`config.mk`:
```
export PLATFORM = sky130hd
export DESIGN_NAME = enemy_swarm_mover
export DESIGN_NICKNAME = d
export VERILOG_FILES = /design/src/rtl/game_pkg.sv /design/src/rtl/move_tick_gen.sv /design/src/rtl/enemy_swarm_mover.sv
export SDC_FILE = /design/constraint.sdc
export NUM_CORES = 1
export LEC_CHECK = 0
export ABC_AREA = 0
export ABC_CLOCK_PERIOD_IN_PS = 5300
export CAP_MARGIN = 20
export CORE_UTILIZATION = 63
export CTS_BUF_LIST = sky130_fd_sc_hd__clkbuf_4 sky130_fd_sc_hd__clkbuf_8
export DETAILED_ROUTE_END_ITERATION = 10
export PLACE_DENSITY = 0.83
export SYNTH_ARGS = -nofsm -noshare
export SYNTH_HDL_FRONTEND = slang
export SYNTH_SLANG_ARGS = --single-unit
```
`constraint.sdc`:
```
create_clock -name clk -period 5.3 [get_ports clk]
set_input_delay 1.06 -clock clk [delete_from_list [all_inputs] [get_ports clk]]
set_output_delay 1.06 -clock clk [all_outputs]
set_load 0.005 [all_outputs]
```
`src/rtl/game_pkg.sv`:
```
`default_nettype none
// ============================================================================
//  Module      : game_pkg
//  Description : Shared playfield geometry, sprite size, game-mode decode and
//                the per-axis bounce/clamp step used by the enemy movers.
//  Contents    : POS_W, PF_* bounds, SPRITE_HALF, DIR_* encodings,
//                game_mode_t, axis_t, decode_mode(), axis_move()
//  Revision    : 1.0 - initial release
// ============================================================================
package game_pkg;

   localparam int POS_W       = 10;
   localparam int PF_X_MIN    = 15;
   localparam int PF_X_MAX    = 626;
   localparam int PF_Y_MIN    = 15;
   localparam int PF_Y_MAX    = 466;
   localparam int SPRITE_HALF = 10;

   localparam logic DIR_POS = 1'b1;
   localparam logic DIR_NEG = 1'b0;

   typedef enum logic [1:0] {
      MODE_LOAD = 2'd0,
      MODE_RUN  = 2'd1,
      MODE_HOLD = 2'd2
   } game_mode_t;

   // Centre position and travel direction of one enemy on one axis.
   typedef struct packed {
      logic [POS_W-1:0] pos;
      logic             dir;
   } axis_t;

   // Only the two exact one-hot patterns select LOAD or RUN; anything else,
   // including pause or a malformed combination, holds the game still.
   function automatic game_mode_t decode_mode(input logic menu,
                                              input logic run,
                                              input logic pause);
      game_mode_t mode;
      case ({menu, run, pause})
         3'b100:  mode = MODE_LOAD;
         3'b010:  mode = MODE_RUN;
         default: mode = MODE_HOLD;
      endcase
      return mode;
   endfunction

   // One move along one axis. Compares are done one bit wider than the
   // position so pos+step cannot wrap, and the low test is rearranged to
   // pos < lo+step so pos-step is never formed when it would underflow.
   // A move that would cross a wall lands exactly on it and reverses.
   function automatic axis_t axis_move(input axis_t            cur,
                                       input logic [POS_W-1:0] step,
                                       input logic [POS_W:0]   lo,
                                       input logic [POS_W:0]   hi);
      axis_t          nxt;
      logic [POS_W:0] pos_ext;
      logic [POS_W:0] step_ext;
      pos_ext  = {1'b0, cur.pos};
      step_ext = {1'b0, step};
      nxt      = cur;
      if (cur.dir == DIR_POS) begin
         if (pos_ext + step_ext > hi) begin
            nxt.pos = hi[POS_W-1:0];
            nxt.dir = DIR_NEG;
         end else begin
            nxt.pos = cur.pos + step;
         end
      end else begin
         if (pos_ext < lo + step_ext) begin
            nxt.pos = lo[POS_W-1:0];
            nxt.dir = DIR_POS;
         end else begin
            nxt.pos = cur.pos - step;
         end
      end
      return nxt;
   endfunction

endpackage
`default_nettype wire

```
`src/rtl/move_tick_gen.sv`:
```
`default_nettype none
// ============================================================================
//  Module      : move_tick_gen
//  Description : Divides clk down to the shared enemy move tick. The counter
//                only advances while enabled, so a paused game keeps its
//                partial interval; clear restarts the interval.
//  Ports       : clk, rst (async, active-high), clear, enable -> tick
//  Revision    : 1.0 - initial release
// ============================================================================
module move_tick_gen #(
   parameter int TICK_DIV = 100_000_000
) (
   input  logic clk,
   input  logic rst,
   input  logic clear,
   input  logic enable,
   output logic tick
);

   localparam int               CNT_W  = (TICK_DIV > 1) ? $clog2(TICK_DIV) : 1;
   localparam logic [CNT_W-1:0] c_last = CNT_W'(TICK_DIV - 1);

   logic [CNT_W-1:0] r_count;
   logic             w_at_last;

   assign w_at_last = (r_count == c_last);
   assign tick      = enable && !clear && w_at_last;

   always_ff @(posedge clk or posedge rst) begin
      if (rst) begin
         r_count <= '0;
      end else if (clear) begin
         r_count <= '0;
      end else if (enable) begin
         r_count <= w_at_last ? '0 : r_count + CNT_W'(1);
      end
   end

endmodule
`default_nettype wire

```
`src/rtl/enemy_swarm_mover.sv`:
```
`default_nettype none
// ============================================================================
//  Module      : enemy_swarm_mover
//  Description : Moves NUM_ENEMIES bouncing enemies inside the playfield on a
//                shared move tick, clamping at the walls and ramping the step
//                size (difficulty level) as the game runs.
//  Ports       : clk, rst (async, active-high)
//                gamemenu / gamerun / gamepause  - game-state inputs
//                x, y        - packed centre positions, enemy i at [10*i +: 10]
//                move_strobe - one-cycle pulse after each position update
//                level       - difficulty level, saturating at 15
//  Revision    : 1.0 - initial release
// ============================================================================
module enemy_swarm_mover
   import game_pkg::*;
#(
   parameter int                           NUM_ENEMIES = 3,
   parameter logic [POS_W*NUM_ENEMIES-1:0] INIT_X      = {10'd200, 10'd450, 10'd300},
   parameter logic [POS_W*NUM_ENEMIES-1:0] INIT_Y      = {10'd300, 10'd100, 10'd200},
   parameter int                           X_MIN       = PF_X_MIN,
   parameter int                           X_MAX       = PF_X_MAX,
   parameter int                           Y_MIN       = PF_Y_MIN,
   parameter int                           Y_MAX       = PF_Y_MAX,
   parameter int                           HALF_SIZE   = SPRITE_HALF,
   parameter int                           TICK_DIV    = 100_000_000,
   parameter int                           STEP_INIT   = 20,
   parameter int                           STEP_INC    = 5,
   parameter int                           STEP_MAX    = 40,
   parameter int                           LEVEL_MOVES = 16
) (
   input  logic                           clk,
   input  logic                           rst,
   input  logic                           gamemenu,
   input  logic                           gamerun,
   input  logic                           gamepause,
   output logic [POS_W*NUM_ENEMIES-1:0]   x,
   output logic [POS_W*NUM_ENEMIES-1:0]   y,
   output logic                           move_strobe,
   output logic [3:0]                     level
);

   // Legal centre range on each axis, one bit wider for overflow-free compares.
   localparam logic [POS_W:0] c_x_lo = (POS_W+1)'(X_MIN + HALF_SIZE);
   localparam logic [POS_W:0] c_x_hi = (POS_W+1)'(X_MAX - HALF_SIZE);
   localparam logic [POS_W:0] c_y_lo = (POS_W+1)'(Y_MIN + HALF_SIZE);
   localparam logic [POS_W:0] c_y_hi = (POS_W+1)'(Y_MAX - HALF_SIZE);

   localparam int               MC_W       = (LEVEL_MOVES > 1) ? $clog2(LEVEL_MOVES) : 1;
   localparam logic [MC_W-1:0]  c_mc_last  = MC_W'(LEVEL_MOVES - 1);
   localparam logic [POS_W-1:0] c_step_ini = POS_W'(STEP_INIT);
   localparam logic [POS_W:0]   c_step_inc = (POS_W+1)'(STEP_INC);
   localparam logic [POS_W:0]   c_step_max = (POS_W+1)'(STEP_MAX);
   localparam logic [3:0]       c_lvl_top  = 4'd15;

   // ------------------------------------------------------------------
   // Parameter sanity checks
   // ------------------------------------------------------------------
   if (NUM_ENEMIES < 1 || NUM_ENEMIES > 8) begin : g_bad_count
      $error("enemy_swarm_mover: NUM_ENEMIES=%0d outside 1..8", NUM_ENEMIES);
   end
   if (STEP_MAX >= X_MAX - X_MIN - 2*HALF_SIZE) begin : g_bad_step_x
      $error("enemy_swarm_mover: STEP_MAX=%0d too large for x range", STEP_MAX);
   end
   if (STEP_MAX >= Y_MAX - Y_MIN - 2*HALF_SIZE) begin : g_bad_step_y
      $error("enemy_swarm_mover: STEP_MAX=%0d too large for y range", STEP_MAX);
   end
   if (LEVEL_MOVES < 1) begin : g_bad_level_moves
      $error("enemy_swarm_mover: LEVEL_MOVES must be at least 1");
   end

   // ------------------------------------------------------------------
   // Mode decode and move tick
   // ------------------------------------------------------------------
   game_mode_t w_mode;
   logic       w_load;
   logic       w_run;
   logic       w_tick;

   assign w_mode = decode_mode(gamemenu, gamerun, gamepause);
   assign w_load = (w_mode == MODE_LOAD);
   assign w_run  = (w_mode == MODE_RUN);

   move_tick_gen #(
      .TICK_DIV (TICK_DIV)
   ) u_tick (
      .clk    (clk),
      .rst    (rst),
      .clear  (w_load),
      .enable (w_run),
      .tick   (w_tick)
   );

   // ------------------------------------------------------------------
   // Difficulty ramp, shared by all enemies
   // ------------------------------------------------------------------
   logic [POS_W-1:0] r_step;
   logic [MC_W-1:0]  r_move_cnt;
   logic             w_level_up;
   logic [POS_W:0]   w_step_sum;
   logic [POS_W-1:0] w_step_next;

   assign w_level_up  = w_tick && (r_move_cnt == c_mc_last);
   assign w_step_sum  = {1'b0, r_step} + c_step_inc;
   assign w_step_next = (w_step_sum > c_step_max) ? c_step_max[POS_W-1:0]
                                                  : w_step_sum[POS_W-1:0];

   always_ff @(posedge clk or posedge rst) begin
      if (rst) begin
         r_step     <= c_step_ini;
         r_move_cnt <= '0;
         level      <= 4'd0;
      end else if (w_load) begin
         r_step     <= c_step_ini;
         r_move_cnt <= '0;
         level      <= 4'd0;
      end else if (w_level_up) begin
         // The raised step is first used by the following tick.
         r_step     <= w_step_next;
         r_move_cnt <= '0;
         level      <= (level == c_lvl_top) ? c_lvl_top : level + 4'd1;
      end else if (w_tick) begin
         r_move_cnt <= r_move_cnt + MC_W'(1);
      end
   end

   // The tick is already suppressed outside RUN, so this is a clean pulse.
   always_ff @(posedge clk or posedge rst) begin
      if (rst) begin
         move_strobe <= 1'b0;
      end else begin
         move_strobe <= w_tick;
      end
   end

   // ------------------------------------------------------------------
   // Per-enemy, per-axis position update
   // ------------------------------------------------------------------
   for (genvar i = 0; i < NUM_ENEMIES; i++) begin : g_enemy
      localparam logic [POS_W-1:0] c_init_x = INIT_X[POS_W*i +: POS_W];
      localparam logic [POS_W-1:0] c_init_y = INIT_Y[POS_W*i +: POS_W];

      if (int'(c_init_x) < int'(c_x_lo) || int'(c_init_x) > int'(c_x_hi)) begin : g_bad_init_x
         $error("enemy_swarm_mover: INIT_X of enemy %0d outside centre range", i);
      end
      if (int'(c_init_y) < int'(c_y_lo) || int'(c_init_y) > int'(c_y_hi)) begin : g_bad_init_y
         $error("enemy_swarm_mover: INIT_Y of enemy %0d outside centre range", i);
      end

      axis_t r_ax;
      axis_t r_ay;
      axis_t w_ax_next;
      axis_t w_ay_next;

      assign w_ax_next = axis_move(r_ax, r_step, c_x_lo, c_x_hi);
      assign w_ay_next = axis_move(r_ay, r_step, c_y_lo, c_y_hi);

      always_ff @(posedge clk or posedge rst) begin
         if (rst) begin
            r_ax <= '{pos: c_init_x, dir: DIR_POS};
            r_ay <= '{pos: c_init_y, dir: DIR_POS};
         end else if (w_load) begin
            r_ax <= '{pos: c_init_x, dir: DIR_POS};
            r_ay <= '{pos: c_init_y, dir: DIR_POS};
         end else if (w_tick) begin
            r_ax <= w_ax_next;
            r_ay <= w_ay_next;
         end
      end

      assign x[POS_W*i +: POS_W] = r_ax.pos;
      assign y[POS_W*i +: POS_W] = r_ay.pos;
   end

endmodule
`default_nettype wire

```
# == Yosys cells after proc, flatten, opt, wreduce, memory -nomap -nowiden ==
# Index checks and enable logic that the tools add are counted.
# word_totals
out_inout_bits,65
input_bits,5
wordCells,123
register_bits,112
# classes
n_lt_le_gt_ge,13
n_reduce_logical,9
n_eq_ne,6
mux,55
addsub,23
# ops
operator,count
$mux 11,18
$mux 10,15
$mux 27,3
$add 10x10->11,6
$lt 10x11->1,6
$add 10x10->10,6
$sub 10x10->10,6
$gt 11x10->1 const B,3
$gt 11x9->1 const B,3
$add 27x1->27 const B,1
$eq 27x27->1 const B,1
$mux 4,6
$mux 1,12
$add 10x3->11 const B,1
$add 5x10->11 const A,1
$gt 11x6->1 const B,1
$add 4x1->4 const B,2
$eq 4x4->1 const B,2
$reduce_bool 2->1,3
$pmux 2 s2,1
$eq 3x2->1 const B,1
$eq 3x3->1 const B,1
$logic_and 1x1->1,3
$reduce_bool 3->1,1
3 further kinds,3

# == Longest topological paths before layout ==
# Gate-level depths: netlist of run 1.
# depth
ltp_word,9
ltp_mapped,15
depth_no_buf,13

# == By module ==
# From an unflattened synthesis of run 1, not the netlist that was laid out.
# hier_totals
cells_unflattened,1621
hier_area_um2,13245.2
# modules_own_cells
mod,instances,cells_each,seq_area_each_um2,area_each_um2
enemy_swarm_mover,1,1424,2163.3,11541.1
move_tick_gen,1,197,675.6,1704.1

# == Least setup slack after synthesis of run 1 ==
# No wires, ideal clock.
# synth_path
kind,flip-flop to flip-flop
from,register r_step[1]
to,register g_enemy[1].r_ay (netlist bit y[14])
required_time_ns,5.170
n_path_buf,1
arrival_time_ns,3.573
slack_ns,1.597
period_less_slack_ns,3.703
stages_incl_launch_ff,12
setup_ns,0.130
path_cell_list,dfrtp_1 > inv_1 > fa_1 > or2_2 > a221oi_1 > o22ai_1 > xnor2_1 > or4_4 > and2_4 > buf_6 > a221oi_1 > o21ai_1
# synth_via
elab_chain_len,6
word_cells_on_any_way,11
classes_between,4 x add/sub; 2 x order compare; 5 x mux
# synth_rtl
item,line_no,source
start: declaration,enemy_swarm_mover.sv:96,logic [POS_W-1:0] r_step;
start signal: assignment,enemy_swarm_mover.sv:109,r_step <= c_step_ini;
start signal: assignment,enemy_swarm_mover.sv:113,r_step <= c_step_ini;
start signal: assignment,enemy_swarm_mover.sv:118,r_step <= w_step_next;
$add 5x10->11 / $add 10x10->11 (equally long branches),"game_pkg.sv:70, game_pkg.sv:63",
$lt 10x11->1 / $gt 11x9->1 (equally long branches),"game_pkg.sv:70, game_pkg.sv:63",
"$mux 10, on equally long branches","game_pkg.sv:70, game_pkg.sv:63",
$mux 11 (*),game_pkg.sv:62,if (cur.dir == DIR_POS) begin
$mux 11 (*),enemy_swarm_mover.sv:164,end else if (w_tick) begin
$mux 11 (*),enemy_swarm_mover.sv:161,end else if (w_load) begin
end signal: assignment,enemy_swarm_mover.sv:160,"r_ay <= '{pos: c_init_y, dir: DIR_POS};"
end signal: assignment,enemy_swarm_mover.sv:163,"r_ay <= '{pos: c_init_y, dir: DIR_POS};"
end signal: assignment,enemy_swarm_mover.sv:166,r_ay <= w_ay_next;
end: declaration,enemy_swarm_mover.sv:150,axis_t r_ay;
# Every way passes the cells marked *; elsewhere a longest branch is shown, timed or not. The select of a mux whose other input is x is not followed.
# A chain may end at the register's enable or synchronous reset.

# == Final worst setup path of run 1 ==
# layout_path
from,register r_step[3]
to,register g_enemy[1].r_ax (netlist bit x[13])
# layout_via
elab_chain_len,6
word_cells_on_any_way,11
classes_between,4 x add/sub; 2 x order compare; 5 x mux
# layout_rtl
item,line_no,source
$add 5x10->11 / $add 10x10->11 (equally long branches),"game_pkg.sv:70, game_pkg.sv:63",
$lt 10x11->1 / $gt 11x10->1 (equally long branches),"game_pkg.sv:70, game_pkg.sv:63",
"$mux 10, on equally long branches","game_pkg.sv:70, game_pkg.sv:63",
$mux 11 (*),game_pkg.sv:62,
$mux 11 (*),enemy_swarm_mover.sv:164,
$mux 11 (*),enemy_swarm_mover.sv:161,
end signal: assignment,enemy_swarm_mover.sv:159,"r_ax <= '{pos: c_init_x, dir: DIR_POS};"
end signal: assignment,enemy_swarm_mover.sv:162,"r_ax <= '{pos: c_init_x, dir: DIR_POS};"
end signal: assignment,enemy_swarm_mover.sv:165,r_ax <= w_ax_next;
end: declaration,enemy_swarm_mover.sv:149,axis_t r_ax;
# Marked as above.

==> results of run 1 <==
power groups by stage:
stage	sequential [mW]	clock, mW	combinational [mW]
3_3_place_gp	0.893	0	0.0982
4_1_cts	0.878	0.595	0.101
5_1_grt	0.880	0.621	0.113
2_1_floorplan	0.890	0	0.0700
3_5_place_dp	0.893	0	0.101
6_report	0.878	0.586	0.101
worst max-delay path, cell delays in order, from the launching register on:
cell      delay (ns)
dfrtp_1         0.77
inv_1           0.47
and3_1          0.36
xnor2_1         0.58
ha_1            0.32
o21a_1          0.14
o211ai_1        0.08
a211o_1         0.24
a21boi_0        0.14
o21ai_0         0.26
o311ai_0        0.56
a21oi_1         0.15
a211o_1         0.29
area by class of cell:
cell class	count	area share, %
Multi-Input combinational cell	1217	65.8
Sequential cell	112	21.2
Timing Repair Buffer	87	6.18
Inverter	93	2.63
Tap cell	265	2.48
Clock buffer	9	0.926
Clock inverter	7	0.720
path summary, 6_finish.rpt:
check,from,endpoint,slack (ns),cells past startpoint
worst max-delay path,r_step[3],x[13],0.86,12
worst min-delay path,u_tick.r_count[25],u_tick.r_count[25],0.51,1
worst max register to register,r_step[3],x[13],0.86,12
worst min register to register,u_tick.r_count[25],u_tick.r_count[25],0.51,1
max in group asynchronous,rst,x[5],3.25,3
min in group asynchronous,rst,y[2],1.09,2
per-layer routing:
| layer | wire length [um] | global-route usage, % |
|---|---|---|
| met1 | 15000 | 45.9 |
| met2 | 16900 | 59.0 |
| met3 | 3220 | 6.06 |
| met4 | 1470 | 16.9 |
| met5 | 0 | 0 |
state kept, by name (all words and copies together), names as in the netlist:
name / flops
y: 30
r_step: 10
g_enemy.r_ax: 3
level: 4
g_enemy.r_ay: 3
move_strobe: 1
x: 30
r_move_cnt: 4
u_tick.r_count: 27
through the flow:
stage               total power [mW]  instances  setup WS, ns  hold slack [ns]  util, %
global route                    1.61       1790         0.641            0.527     68.3
CTS                             1.57       1790          1.04            0.518     68.3
global placement               0.991       1774          1.19            0.499     67.1
finish                          1.57       1790         0.863            0.508     68.3
detailed placement             0.994       1774          1.08            0.499     67.1
floorplan                      0.960       1542          1.33            0.465        -
cell usage in the layout (no fill, tap or decap), types with 11 or more instances in the layout:
master	count
a211o_1	15
buf_4	18
xor2_1	25
dfrtp_1	83
o22ai_1	15
o21ai_0	94
o21bai_1	14
nor3_1	39
a221oi_1	11
nand2b_1	29
or2_2	11
nor2b_1	27
nor2_1	115
a31oi_1	26
ha_1	179
dfstp_2	29
a211oi_1	15
clkdlybuf4s50_1	69
inv_1	91
nand2_1	114
nor4_1	11
fa_1	12
nand3_1	37
nand4_1	15
a21o_1	22
o31ai_1	16
xnor2_1	63
a21oi_1	119
or3_1	13
synth_stat cells (12+ instances only):
| cell type | instances |
|---|---|
| ha_1 | 179 |
| a21oi_1 | 119 |
| nand2_1 | 115 |
| nor2_1 | 115 |
| o21ai_0 | 94 |
| inv_1 | 92 |
| dfrtp_1 | 83 |
| buf_4 | 63 |
| xnor2_1 | 63 |
| clkbuf_1 | 40 |
| nor3_1 | 39 |
| nand3_1 | 37 |
| dfstp_2 | 29 |
| nand2b_1 | 29 |
| nor2b_1 | 27 |
| a31oi_1 | 26 |
| xor2_1 | 25 |
| a21o_1 | 22 |
| o31ai_1 | 16 |
| a211o_1 | 15 |
| a211oi_1 | 15 |
| nand4_1 | 15 |
| o22ai_1 | 15 |
| o21bai_1 | 14 |
| or3_1 | 13 |
| buf_2 | 12 |
| fa_1 | 12 |
cell families after synthesis:
| family | Yosys count | synth area share (%) |
|---|---|---|
| AND/OR/NAND/NOR | 463 | 18.3 |
| AO/OA/AOI/OAI | 469 | 24.9 |
| XOR/XNOR | 88 | 6.06 |
| multiplexers | 6 | 0.473 |
| buffers and inverters | 213 | 8.40 |
| adder cells (fa/ha/maj) | 191 | 19.5 |
| flip-flops | 112 | 22.3 |
==> results.md, run 1 <==
- Crit path max fanout: 17
- CTS resizes: 0
- CTS tree: built
- I/O pins: 70
- Mapped Area: 12700 um^2
- Vias: 11800
- Synth top area share: about 18%
- Yosys reg bits: 112
- Seq/Total Area, Yosys: 22.3%
- Avg WL per Cell: 20.5 um
- FF/Latch Area: 2840 um^2
- Max Freq: 225 MHz
- Pre-antenna DRT Iters: 6
- Final Hold Viols: 0
- Final Cycle Share: 83.7%
- Post-synth ARST share: between 90% and 100%
- Drt total wl: 36.6 mm
- DP Area: between 10000 and 15000 um^2
- Class of the worst hold path: register to register
- Gp weighted congestion: just under 1
- H-tree level count: 3
- Reg power frac: a little under three fifths
- Pin count of the biggest net entering global routing: 57
- Total CTS buffers: 9
- Slew @ Worst Pin: 1.03 ns
- Top cells by area, synth: ha_1, dfrtp_1, dfstp_2
- Yosys warning count: 0
- Die Wd: about 140 um
- Fillers: 1644
- Leakage: 5.76 nW
- CTS root buffer: clkbuf_8
- Layout Nets: about 1700
- Syn_nets: 1738
- Initial antenna violation count: 0
- Net Sw Power: 0.467 mW
- Synth-to-Final Area Change: 5.23%
- Fraction of layout cells with a size suffix above 1: 6.89%
- Int Pwr: between 1 and 1.5 mW
- Syn avg cell area: around 8.2 um^2
- Clock-pin slew on the worst setup and hold paths: about 0.14 ns
- Status: finished clean
- Max cap viols: 0
- Worst setup SP type: register
- Finish-stage setup viols: 0
- Power Density: 117 nW/um^2
- IO buf count: 69
- Clk Latency, worst-skew pair: 0.43 ns
- Unique masters post-synth: 91
- Longest Clk Path Bufs: 2
- RSZ-0062 raised after global routing: no
- DR vias/cell: 6.59
- Setup TNS: 0 ns
- Area occupied by multi-input gates: 8800 um^2
- Die height: ~140 um
- Setup crit end kind: register
- Cell taking the most area after synthesis: ha_1
- Gate Count Post-Synth: 1542
- Site Rows: 51
- Slew Viols, Final: 0
- Skew final: 0.0229 ns
- GRT Resource Usage Total: 35.9%
- First-pass GRT wire length: 57.3 mm
- Worst Path Required: 5.63 ns
- Worst VDD drop: 0.202 mV
- HPWL Detailed: 26.8 mm
- Clock net sink count: approximately 110
- Core Box Area: 19600 um^2
- Vias in the first global route: roughly 11000
- Postcts setup bufs: 0
- Post-route cell area: 13400 um^2
- Starting density of the core: approximately two thirds
- Switching share of power: between 20% and 30%
- Setup CP Type: register to register
- Hold bufs inserted after CTS: 0
- Die ar.: 20700 um^2
- Antenna cell count: 0
- Final ANT Viol Nets: 0
- Combinational Power Share: 6.5%
- Fin crit period: between 4 and 5 ns
- Initial drt markers: 890
- Number of synthesized flops with an enable pin: 0
- Commonest register cell after synthesis: dfrtp_1
- Total congestion overflow: 0
- Slew headroom: a little under a third
- Worst EP arrival: 4.77 ns
- Clock power share: 37.4%
- Drc violations: 0
Note: power is estimated with default switching activity, not from simulation.
==> inputs of run 2 (changes only) <==
- ABC_CLOCK_PERIOD_IN_PS: 5300 -> 4600
- clock period: 5.3 -> 4.6 ns (I/O delays scaled with it)
==> run 2 against run 1 <==
Clock power rose by 16%. Final area rose by 0.73%. Clock skew rose by 0.0051 ns. Critical path depth fell by 2. Critical path type unchanged. Largest cell class unchanged. Highest routed layer is now met5.
==> results.md, run 2 (synthesis gave the netlist of run 1 again) <==
- Status: finished clean
- Fin crit period: 4.08 ns (-0.355 ns)
- Site Rows: 51 (unchanged)
- Initial antenna violation count: 0 (unchanged)
- Max Freq: 245 MHz (+8.7%)
- Met3 Use GR: 4.83% (-1.2 points)
- Postcts setup bufs: 0 (unchanged)
- Finish-stage setup viols: 0 (unchanged)
- Setup slack, reg-to-reg: 0.52 ns (-0.35 ns)
- Final Hold Viols: 0 (unchanged)
- Area occupied by multi-input gates: 8800 um^2 (unchanged)
- Finished Core Util: 68.8% (+0.50 points)
- Setup CP Type: register to register
- FF-to-FF Start: r_step[4]
- Avg WL per Cell: 20.5 um (about the same)
- Most frequent cells in the layout: ha_1, a21oi_1, nor2_1
- Initial drt markers: 931 (+4.6%)
- Final ANT Viol Nets: 0 (unchanged)
- Total congestion overflow: 0 (unchanged)
- Crit path max fanout: 15 (-2)
- Worst setup SP type: register
- Setup crit end kind: register
- Skew final: 0.0280 ns (+0.00514 ns)
- CTS tree: built
- End of the worst register-to-register path: x[12]
- Starting density of the core: 64.9% (unchanged)
- Hold bufs inserted after CTS: 0 (unchanged)
- Die ar.: 20700 um^2 (unchanged)
- Final Cycle Share: 88.8% (+5.0 points)
- Worst Path Required: 4.88 ns (-0.75 ns)
- Pin count of the biggest net entering global routing: 72 (+26%)
- Class of the worst hold path: register to register
- Hold Slack: 0.518 ns (+0.0106 ns)
- Slew Viols, Final: 0 (unchanged)
- Antenna cell count: 0 (unchanged)
- Leakage: 5.83 nW (+1.1%)
- Drc violations: 0 (unchanged)
- Fraction of layout cells with a size suffix above 1: 7.67% (+0.79 points)
- Max cap viols: 0 (unchanged)
- IO buf count: 69 (unchanged)
- Crit-path cells: inv_1, and3_1, nor4_1, xnor2_1, ha_1, a21boi_0, o21ai_0, nor2_1, a221oi_1, o31ai_1
- FF/Latch Area: 2840 um^2 (unchanged)
- Met1 GRT Util: 46.8% (+0.89 points)
- Hold path depth: 1 (unchanged)
- Hold Startpoint: u_tick.r_count[25]
- CTS root buffer: clkbuf_8
- Clock-pin slew on the worst setup and hold paths: 0.14 ns (about the same)
- Die Wd: 144 um (unchanged)
- Power Density: 134 nW/um^2 (+15%)
- Clock net sink count: 112 (unchanged)
- R2R depth: 10 (-2)
- Hold Path End: u_tick.r_count[25]
- Commonest non-fill, non-tap cell in the layout: ha_1
- HPWL Detailed: 27.3 mm (+1.9%)
- Clk Latency, worst-skew pair: 0.43 ns (about the same)
- Vias in the first global route: 11300 (+2.1%)
- H-tree level count: 3 (unchanged)
- CTS resizes: 0 (unchanged)
- Core Box Area: 19600 um^2 (unchanged)
- Die height: 144 um (unchanged)
- Slowest stage cell, crit path: dfstp_2
- Worst EP arrival: 4.36 ns (-0.41 ns)
- Layout Nets: 1729 (+0.76%)
- Vias: 11800 (-0.10%)
- Crit-path max cell delay: 0.80 ns (+0.03 ns)
- M2 GR Usage: 59.2% (+0.23 points)
- Gp weighted congestion: 0.996 (+3.0%)
- First-pass GRT wire length: 58.3 mm (+1.8%)
- DR vias/cell: 6.54 (-0.82%)
- Setup TNS: 0 ns (unchanged)
- Slew @ Worst Pin: 1.07 ns (+0.0395 ns)
- Longest Clk Path Bufs: 2 (unchanged)
- Synth-to-Final Area Change: 6.00%
- Tot Pwr: 1.81 mW (+16%)
- I/O pins: 70 (unchanged)
- Slew headroom: 28.8% (-2.3 points)
- GRT Resource Usage Total: 36.4% (+0.54 points)
- Worst VDD drop: 0.161 mV (-21%)
- Fillers: 1661 (+1.0%)
- Drt total wl: 36.9 mm (+0.75%)
- Gr busiest metal: met2
- Pre-antenna DRT Iters: 7 (+1)
- RSZ-0062 raised after global routing: no
- Total CTS buffers: 9 (unchanged)
-- run 2: changes by cell type in the layout (fill, tap and decap cells not counted), sizes merged --
cell    delta
buf       +13
clkinv     +1
inv        -1
-- run 2: layer usage --
metal | share of wire (%) | vias up
li1 | - | 5526
met1 | 42 | 5579
met2 | 45 | 547
met3 | 8.1 | 134
met4 | 5.2 | 2
met5 | 0.070 | -
-- run 2: critical path: cells and delay by family (launching register included) --
family	cells	cell delay, ns
buffers and inverters	1	0.38
flip-flops	1	0.80
AO/OA/AOI/OAI	4	1.20
AND/OR/NAND/NOR	3	0.78
XOR/XNOR	1	0.44
adder cells (fa/ha/maj)	1	0.37
-- run 2: where the power goes --
group	internal, mW	total, mW	switching [mW]	leakage [nW]
Combinational	0.0384	0.119	0.0806	4.25
Clock	0.229	0.678	0.449	0.109
Sequential	0.997	1.01	0.0143	1.46
Total	1.26	1.81	0.544	5.83
-- run 2: worst max path at each step --
| stage | startpoint | endpoint | slack (ns) | cells after the start |
|---|---|---|---|---|
| 3_3_place_gp | r_step[4] | x[12] | 0.80 | 10 |
| 5_1_grt | r_step[4] | x[12] | 0.15 | 10 |
| 2_1_floorplan | rst | level[0] | 0.77 | 1 |
| 3_5_place_dp | r_step[0] | x[12] | 0.62 | 13 |
| 4_1_cts | r_step[0] | x[12] | 0.58 | 13 |
| 6_report | r_step[4] | x[12] | 0.52 | 10 |
-- run 2: area by class of cell --
| type | instances | share of cell area, % |
|---|---|---|
| clock buffer | 9 | 0.920 |
| clock inverter | 7 | 0.715 |
| inverter | 93 | 2.61 |
| multi-input combinational | 1217 | 65.4 |
| sequential | 112 | 21.1 |
| tap | 265 | 2.46 |
| timing repair buffer | 100 | 6.85 |
-- run 2: stage by stage --
step / instances / setup WS [ns] / area [um^2]
after global routing: 1803 / 0.147 / 13500
after CTS: 1803 / 0.580 / 13500
final: 1803 / 0.517 / 13500
after global placement: 1787 / 0.797 / 13300
after floorplan: 1542 / 0.769 / 12700
after detailed placement: 1787 / 0.623 / 13300
